===== config.mk =====
export PLATFORM = sky130hd
export DESIGN_NAME = multicycle_control
export DESIGN_NICKNAME = d
export VERILOG_FILES = /design/src/rtl/multicycle_control.sv
export SDC_FILE = /design/constraint.sdc
export NUM_CORES = 1
export LEC_CHECK = 0
export CORE_MARGIN = 2
export CORE_UTILIZATION = 45
export CTS_CLUSTER_DIAMETER = 80
export DETAILED_ROUTE_END_ITERATION = 10
export GPL_TIMING_DRIVEN = 1
export PLACE_DENSITY = 0.88
export SLEW_MARGIN = 20
export SYNTH_ARGS = -nofsm -noshare
export SYNTH_HDL_FRONTEND = slang
export SYNTH_SLANG_ARGS = --single-unit
export TNS_END_PERCENT = 1

===== constraint.sdc =====
create_clock -name clk -period 4 [get_ports clk]
set_input_delay 0.4 -clock clk [delete_from_list [all_inputs] [get_ports clk]]
set_output_delay 0.4 -clock clk [all_outputs]
set_load 0.02 [all_outputs]

===== src/rtl/multicycle_control.sv =====
// multicycle_control: Moore FSM sequencing the multi-cycle MIPS datapath; CTRL_PERF_CNT_EN adds retired/stall_cycles counters
module multicycle_control #(
  parameter int MEM_LAT = 1
) (
  input  logic       clk,
  input  logic       reset,
  input  logic [5:0] opcode,
  input  logic       zero,
  input  logic       neg,
  output logic       pcwrite,
  output logic       pcwritecond,
  output logic       branch_taken,
  output logic       iord,
  output logic       memread,
  output logic       memwrite,
  output logic       irwrite,
  output logic [1:0] regdst,
  output logic [1:0] memtoreg,
  output logic       regwrite,
  output logic       alusrca,
  output logic [1:0] alusrcb,
  output logic [1:0] aluop,
  output logic [1:0] pcsource,
  output logic       illegal,
  output logic [3:0] state_o
`ifdef CTRL_PERF_CNT_EN
  ,
  output logic [31:0] retired,
  output logic [31:0] stall_cycles
`endif
);
  // beq/bgez/balz share one BRANCH state so all states fit the 4-bit debug encoding
  typedef enum logic [3:0] {
    FETCH, DECODE, EXEC_R, WB_R, EXEC_I, WB_I, ADDR, MEM_RD,
    WB_MEM, MEM_WR, JM_RD, JM_PC, JUMP, BRANCH, LINK
  } state_e;
  localparam logic [5:0] OP_R = 6'b000000, OP_LW = 6'b100011, OP_SW = 6'b101011, OP_JM = 6'b010000;
  localparam logic [5:0] OP_BEQ = 6'b000100, OP_ANDI = 6'b001100, OP_J = 6'b000010;
  localparam logic [5:0] OP_BGEZ = 6'b100111, OP_BALZ = 6'b011010;
  localparam logic [3:0] LAST = 4'(MEM_LAT - 1);
  state_e state_q, state_d;
  logic [3:0] cnt_q, cnt_d;
  logic en, last, cond;
  assign en = ~reset;
  assign last = cnt_q == LAST;
  assign cond = opcode == OP_BEQ ? zero : opcode == OP_BGEZ ? ~neg : neg;
  always_comb begin
    state_d = FETCH;
    case (state_q)
      FETCH:   state_d = last ? DECODE : FETCH;
      DECODE:
        case (opcode)
          OP_R:                    state_d = EXEC_R;
          OP_LW, OP_SW, OP_JM:     state_d = ADDR;
          OP_BEQ, OP_BGEZ, OP_BALZ: state_d = BRANCH;
          OP_ANDI:                 state_d = EXEC_I;
          OP_J:                    state_d = JUMP;
          default:                 state_d = FETCH;
        endcase
      EXEC_R:  state_d = WB_R;
      EXEC_I:  state_d = WB_I;
      ADDR:    state_d = opcode == OP_LW ? MEM_RD : opcode == OP_SW ? MEM_WR : JM_RD;
      MEM_RD:  state_d = last ? WB_MEM : MEM_RD;
      MEM_WR:  state_d = last ? FETCH : MEM_WR;
      JM_RD:   state_d = last ? JM_PC : JM_RD;
      BRANCH:  state_d = (opcode == OP_BALZ && neg) ? LINK : FETCH;
      default: state_d = FETCH;
    endcase
    cnt_d = state_d == state_q ? cnt_q + 4'd1 : 4'd0;
  end
  always_ff @(posedge clk) begin
    if (reset) begin
      state_q <= FETCH;
      cnt_q   <= '0;
    end else begin
      state_q <= state_d;
      cnt_q   <= cnt_d;
    end
  end
  assign pcwrite      = en & ((state_q == FETCH & last) | state_q == JM_PC | state_q == JUMP);
  assign pcwritecond  = en & state_q == BRANCH;
  assign branch_taken = en & state_q == BRANCH & cond;
  assign iord         = en & (state_q == MEM_RD | state_q == MEM_WR | state_q == JM_RD);
  assign memread      = en & (state_q == FETCH | state_q == MEM_RD | state_q == JM_RD);
  assign memwrite     = en & state_q == MEM_WR;
  assign irwrite      = en & state_q == FETCH & last;
  assign regdst       = !en ? 2'b00 : state_q == WB_R ? 2'b01 : state_q == LINK ? 2'b10 : 2'b00;
  assign memtoreg     = !en ? 2'b00 : state_q == WB_MEM ? 2'b01 : state_q == LINK ? 2'b10 : 2'b00;
  assign regwrite     = en & (state_q == WB_R | state_q == WB_I | state_q == WB_MEM | state_q == LINK);
  assign alusrca      = en & (state_q == EXEC_R | state_q == EXEC_I | state_q == ADDR | state_q == BRANCH);
  assign alusrcb      = !en ? 2'b00 : state_q == FETCH ? 2'b01 : state_q == DECODE ? 2'b11 :
                        (state_q == EXEC_I | state_q == ADDR) ? 2'b10 : 2'b00;
  assign aluop        = !en ? 2'b00 : state_q == EXEC_R ? 2'b10 : state_q == EXEC_I ? 2'b11 :
                        state_q == BRANCH ? 2'b01 : 2'b00;
  assign pcsource     = !en ? 2'b00 : state_q == BRANCH ? 2'b01 : state_q == JUMP ? 2'b10 :
                        state_q == JM_PC ? 2'b11 : 2'b00;
  assign illegal      = en & state_q == DECODE & state_d == FETCH;
  assign state_o      = en ? state_q : 4'd0;
`ifdef CTRL_PERF_CNT_EN
  logic mem_st;
  assign mem_st = state_q inside {FETCH, MEM_RD, MEM_WR, JM_RD};
  // DECODE only falls back to FETCH on an illegal opcode, which must not retire
  always_ff @(posedge clk) begin
    if (reset) begin
      retired      <= '0;
      stall_cycles <= '0;
    end else begin
      retired      <= retired + 32'(state_d == FETCH && state_q != FETCH && state_q != DECODE);
      stall_cycles <= stall_cycles + 32'(mem_st && !last);
    end
  end
`endif
endmodule


==> impl_results.md, run 1 <==
- Global-route wire length before repair: 5090 µm
- ANT cells: 0
- Count of cell types in the netlist: 53
- Overflow after GRT: 0
- Part of the Yosys area used for sequential elements: between 10 and 15%
- GPL Wtd Cong: 0.934
- Crit path max-delay cell type: clkdlybuf4s50_1
- Share of cells above drive strength 1: 7.18%
- Vias per cell: about 6.4
- Number of port buffers: 33
- DRC violations left: 0
- Pin count of the biggest net entering global routing: 23
- Max cap viols: 0
- Gr usage total: 23.5%
- Die footprint: between 0.002 and 0.003 mm²
- Hpwl dp: 2270 µm
- Pwr Density: 309 mW/mm²
- Crit share post-route: 82.5%
- CP endpoint kind: primary output
- Post-layout minimum cycle time: between 3 and 4 ns
- Setup violations, final: 0
- Leak Pwr: 0.000560 µW
- TritonCTS clock tree: done
- Worst Path Arrival: 2.90 ns
- Slew HR: a little over half
- Synth area leaders: dfxtp_1, nor2_1, a21oi_1, nor2b_1, o21ai_0
- Max-slew violations: 0
- Post_cts resized: 0
- Most frequent cell after synthesis: nor2_1
- Core footprint: 0.00228 mm²
- Most frequent CP cell: clkdlybuf4s50_1
- Worst skew pair latency: 0.25 ns
- Crit-path max FO: 14
- Finished Core Util: 63.4%
- Worst path buffer plus inverter count: 2
- Die width: 53.6 µm
- Kind of critical path: in -> out
- H-tree depth: 1
- Worst Tran Pin Value: around 0.71 ns
- Number of global-route vias before repair: 1135
- Iteration-0 DRC Markers: 42
- Clock tree root buffer cell: clkbuf_4
- Crit path cell chain: clkdlybuf4s50_1 -> and4b_4 -> and4_4 -> a31o_4 -> a211o_1 -> nor4_1 -> clkdlybuf4s50_1
- Initial antenna violation count: 0
- Peak Freq: 303 MHz
- CP required: approximately 3.6 ns
- Fill cells: 209
- Wire per inst: 14.3 µm
- Synth Register Bits: 8
- Biggest cell delay along the critical path: about 0.7 ns
- Clock transition at path regs: 0.05 ns
- Via Count: 1337
- Layout Skew: roughly 0.002 ns
- Fin nets: around 200
- EDFF count, synth: 0
- YS warnings: 0
- Most used DFF post-synth: dfxtp_1
- Final count of hold timing violations: 0
- Die Y-Extent: 53.6 µm
- Mean area per synthesized cell: 7.05 µm²
- Worst min path class: reg -> reg
- RSZ-0062 raised after global routing: false
- Total wire length: 2990 µm
- Largest area contributor in the netlist: dfxtp_1
- Sinks on Clock Net: 8
- CP startpoint kind: input pin
- ANT nets after route: 0
- Synth Instances: 157
- Io pins: 34
- Crit path max-delay family: buffers and inverters
- Clk buf depth: 2
- Setup Buffers After CTS: 0
- Row cnt: 17
- Setup TNS: 0 ns
- Maximum VDD drop: around 0.29 mV
- Post-synth top area share: 14.5%
- CTS Hold Bufs: 0
- Area Overhead vs Synth: 30.3%
- Initial Util: 48.7%
- Ys async rst share: 0%
- Post-synthesis cell area: 0.00111 mm²
- Post-synth net total: around 170
- Synth cell count leaders: nor2_1, a21oi_1, nand2_1
- Status: finished, final reports clean
- First-pass DRT Iterations: 4
- CTS Buf Count: 3
## power breakdown
group          internal, µW  switching [µW]  total (µW)
logic                   114             145         259
registers              91.2            33.7         125
clock network          34.3            27.2        61.5
## metal layers
metal | part of all wire, % | GRT usage (%) | vias up
met5 | 0 | 0 | -
met4 | 0.64 | 9.40 | 0
met2 | 46 | 37.2 | 78
met1 | 44 | 31.4 | 610
met3 | 9.5 | 4.44 | 6
li1 | - | - | 643
## per-stage QoR
step	cell area (µm²)	worst slack, ns	power (µW)	hold WS (ns)	instances
after floorplan	1110	1.53	298	0.452	157
after global placement	1420	0.771	374	0.471	206
after detailed placement	1420	0.704	380	0.486	206
after CTS	1440	0.719	443	0.505	209
after global routing	1440	0.529	485	0.535	209
final	1440	0.699	445	0.506	209
## cells in the final DEF, fill, tap and decap left out, drive strengths merged, types with 2 or more instances in the layout
master	instances
and4b	2
a211oi	5
or3b	2
mux2i	2
o21ai	8
a21oi	10
or4b	3
inv	8
nor3b	3
dfxtp	8
a21o	2
nand3	4
a211o	2
nand4	3
xor2	2
nor2	16
xnor2	4
clkbuf	3
ha	2
and4	3
and3	3
nor3	4
clkdlybuf4s50	33
and2	2
nor4	4
o31ai	4
nand2b	2
or2	2
nor2b	7
nand2	10
## worst register-to-register path: stages (launching register included)
cell and delay [ns]:
dfxtp_1 0.71, or4b_1 0.56, a311o_1 0.31, o2111ai_1 0.14
o31ai_1 0.19, a211oi_1 0.29
## cell type report
type / count / area [µm²] / area share (%)
Clock buffer: 3 / 22.5 / 1.56
Inverter: 8 / 30.0 / 2.08
Multi-Input combinational cell: 128 / 857 / 59.4
Sequential cell: 8 / 160 / 11.1
Tap cell: 28 / 35.0 / 2.43
Timing Repair Buffer: 34 / 338 / 23.4
## logic make-up (layout without fill, tap and decap cells)
family | after synthesis | in the layout | share of synthesized area [%]
AND/OR/NAND/NOR | 74 | 74 | 40.2
AO/OA/AOI/OAI | 44 | 44 | 28.4
buffers and inverters | 21 | 45 | 8.14
flip-flops | 8 | 8 | 14.5
XOR/XNOR | 6 | 6 | 4.75
adder cells (fa/ha/maj) | 2 | 2 | 2.26
multiplexers | 2 | 2 | 1.81
## flip-flops by register name, summed over array words and instances, names as in the netlist
register / cells
state_q: 4
cnt_q: 4
## worst paths after layout
| path | slack [ns] | depth (start not counted) | start | end |
|---|---|---|---|---|
| min | 0.51 | 1 | cnt_q[0] | cnt_q[0] |
| min reg2reg | 0.51 | 1 | cnt_q[0] | cnt_q[0] |
| max | 0.70 | 7 | opcode[2] | illegal |
| max reg2reg | 1.71 | 5 | state_q[0] | cnt_q[3] |
No activity file was read; power rests on OpenSTA's default activity.
==> inputs of run 2 (changes only) <==
==> constraint.sdc (replaced) <==
create_clock -name clk -period 3.1 [get_ports clk]
set_input_delay 0.31 -clock clk [delete_from_list [all_inputs] [get_ports clk]]
set_output_delay 0.31 -clock clk [all_outputs]
set_load 0.02 [all_outputs]
==> run 2 against run 1 <==
Against the previous run:
- die area stayed put
- combinational power is 37% higher
- cell count is 4.8% higher
- routed wire length grew 6.6%
- clock power increased by 32%
- hold slack lost 0.0060 ns
- count of clock-buffer cells in the layout is the same
- flip-flop and latch count unchanged
- via count grew 1.2%
==> impl_results.md, run 2 (synthesized netlist as in run 1, its figures left out) <==
- Status: finished, final reports clean (unchanged)
- Worst Path Arrival: 2.46 ns (was 2.90 ns)
- Most frequent cells in the layout: clkdlybuf4s50_1, nor2_1, buf_4, nand2_1, a21oi_1 (was clkdlybuf4s50_1, nor2_1, nand2_1, a21oi_1)
- Kind of critical path: reg -> out (was in -> out)
- Die footprint: 0.00287 mm² (unchanged)
- Commonest non-fill, non-tap cell in the layout: clkdlybuf4s50_1 (unchanged)
- Die Y-Extent: 53.6 µm (unchanged)
- RSZ-0062 raised after global routing: false (unchanged)
- Gr usage total: 25.3% (was 23.5%)
- Met2 usage: 42.8% (was 37.2%)
- Layout Skew: 0.00285 ns (was 0.00199 ns)
- WHS Path Cells: 1 (unchanged)
- Clock transition at path regs: 0.05 ns (about the same)
- Sinks on Clock Net: 8 (unchanged)
- Wire per inst: 14.5 µm (was 14.3 µm)
- H-tree depth: 1 (unchanged)
- Hold_ws: 0.500 ns (was 0.506 ns)
- Fin nets: 205 (was 195)
- Slew HR: 61.4% (was 52.3%)
- CP startpoint: cnt_q[0] (was opcode[2])
- Reg2Reg Launch Point: cnt_q[0] (was state_q[0])
- First-pass DRT Iterations: 5 (was 4)
- CTS Buf Count: 3 (unchanged)
- Worst skew pair latency: 0.26 ns (was 0.25 ns)
- Pwr Density: 393 mW/mm² (was 309 mW/mm²)
- TritonCTS clock tree: done (unchanged)
- Overflow after GRT: 0 (unchanged)
- Worst Tran Pin Value: 0.579 ns (was 0.715 ns)
- Area Overhead vs Synth: 37.9% (was 30.3%)
- Io pins: 34 (unchanged)
- Clock tree root buffer cell: clkbuf_4 (unchanged)
- Initial Util: 48.7% (unchanged)
- Share of cells above drive strength 1: 13.1% (was 7.18%)
- GPL Wtd Cong: 0.919 (was 0.934)
- Min-delay src: cnt_q[0] (unchanged)
- Reg2Reg Depth: 8 (was 5)
- Clk buf depth: 2 (unchanged)
- Worst min path class: reg -> reg (unchanged)
- ANT cells: 0 (unchanged)
- Crit-path max FO: 8 (was 14)
- Setup TNS: 0 ns (unchanged)
- Pin count of the biggest net entering global routing: 22 (was 23)
- Hpwl dp: 2500 µm (was 2270 µm)
- CP required: 2.79 ns (was 3.60 ns)
- Iteration-0 DRC Markers: 44 (was 42)
- Row cnt: 17 (unchanged)
- Peak Freq: 361 MHz
- Setup violations, final: 0 (unchanged)
- Met1 usage: 32.0% (was 31.4%)
- Grt met3 use: 3.89% (was 4.44%)
- Die width: 53.6 µm (unchanged)
- Crit share post-route: 89.4%
- Initial antenna violation count: 0 (unchanged)
- Dpl ws: 0.154 ns (was 0.704 ns)
- Max cap viols: 0 (unchanged)
- Largest registers: cnt_q: 4 flops, state_q: 4 flops (unchanged)
- CP startpoint kind: flop (was input pin)
- Global-route wire length before repair: 5410 µm (was 5090 µm)
- Vias per cell: 6.18 (was 6.40)
- PnR worst setup slack: 0.329 ns (was 0.699 ns)
- ANT nets after route: 0 (unchanged)
- GRT busiest layer: met2 (unchanged)
- DRC violations left: 0 (unchanged)
- CTS Hold Bufs: 0 (unchanged)
- Post-layout minimum cycle time: 2.77 ns
- Max-slew violations: 0 (unchanged)
- Via Count: 1353 (was 1337)
- Number of port buffers: 33 (unchanged)
- Maximum VDD drop: 0.402 mV (was 0.288 mV)
- Total wire length: 3180 µm (was 2990 µm)
- Core footprint: 0.00228 mm² (unchanged)
- Number of global-route vias before repair: 1214 (was 1135)
- CP endpoint kind: primary output (unchanged)
- Leak Pwr: 0.000630 µW (was 0.000560 µW)
- Final count of hold timing violations: 0 (unchanged)
- Setup Buffers After CTS: 0 (unchanged)
[run 2: path summary, 6_finish.rpt]
check              to  slack, ns
max           pcwrite       0.33
max reg2reg  cnt_q[0]       0.91
min reg2reg  cnt_q[0]       0.50
min          cnt_q[0]       0.50
[run 2: power by group]
part	internal (µW)	switching (µW)
Sequential	119	43.9
Clock	44.4	36.8
Combinational	164	192
Total	327	273
[run 2: per-stage QoR]
stage | instances | total power [µW] | instance area (µm²) | util, %
3_3_place_gp | 216 | 502 | 1500 | 65.7
3_5_place_dp | 216 | 513 | 1500 | 65.7
6_report | 219 | 600 | 1530 | 67.1
2_1_floorplan | 157 | 385 | 1110 | -
4_1_cts | 219 | 597 | 1520 | 66.7
5_1_grt | 219 | 651 | 1530 | 67.1
[run 2: what timing repair did]
item | in CTS | in global routing
endpoints found under the hold margin | 0 | 0
gates resized for setup | 0 | 3
endpoints found under the setup margin | 0 | 1
[run 2: cell type report]
class	count	area [µm²]
Multi-Input combinational cell	128	862
Fill cell	199	749
Timing Repair Buffer	44	415
Sequential cell	8	161
Tap cell	28	35.0
Inverter	8	30.0
Clock buffer	3	22.5
[run 2: worst max-delay path, stage by stage, from the launching register on]
cell	delay (ns)
dfxtp_1	0.33
inv_1	0.07
ha_1	0.15
or3b_1	0.37
buf_4	0.18
nor4_1	0.35
or2_2	0.18
clkdlybuf4s50_1	0.59
[run 2: per-layer routing]
layer / part of all wire [%] / routed length (µm)
met1: 41 / 1320
met2: 47 / 1480
met3: 9.3 / 296
met4: 2.7 / 85
met5: 0 / 0
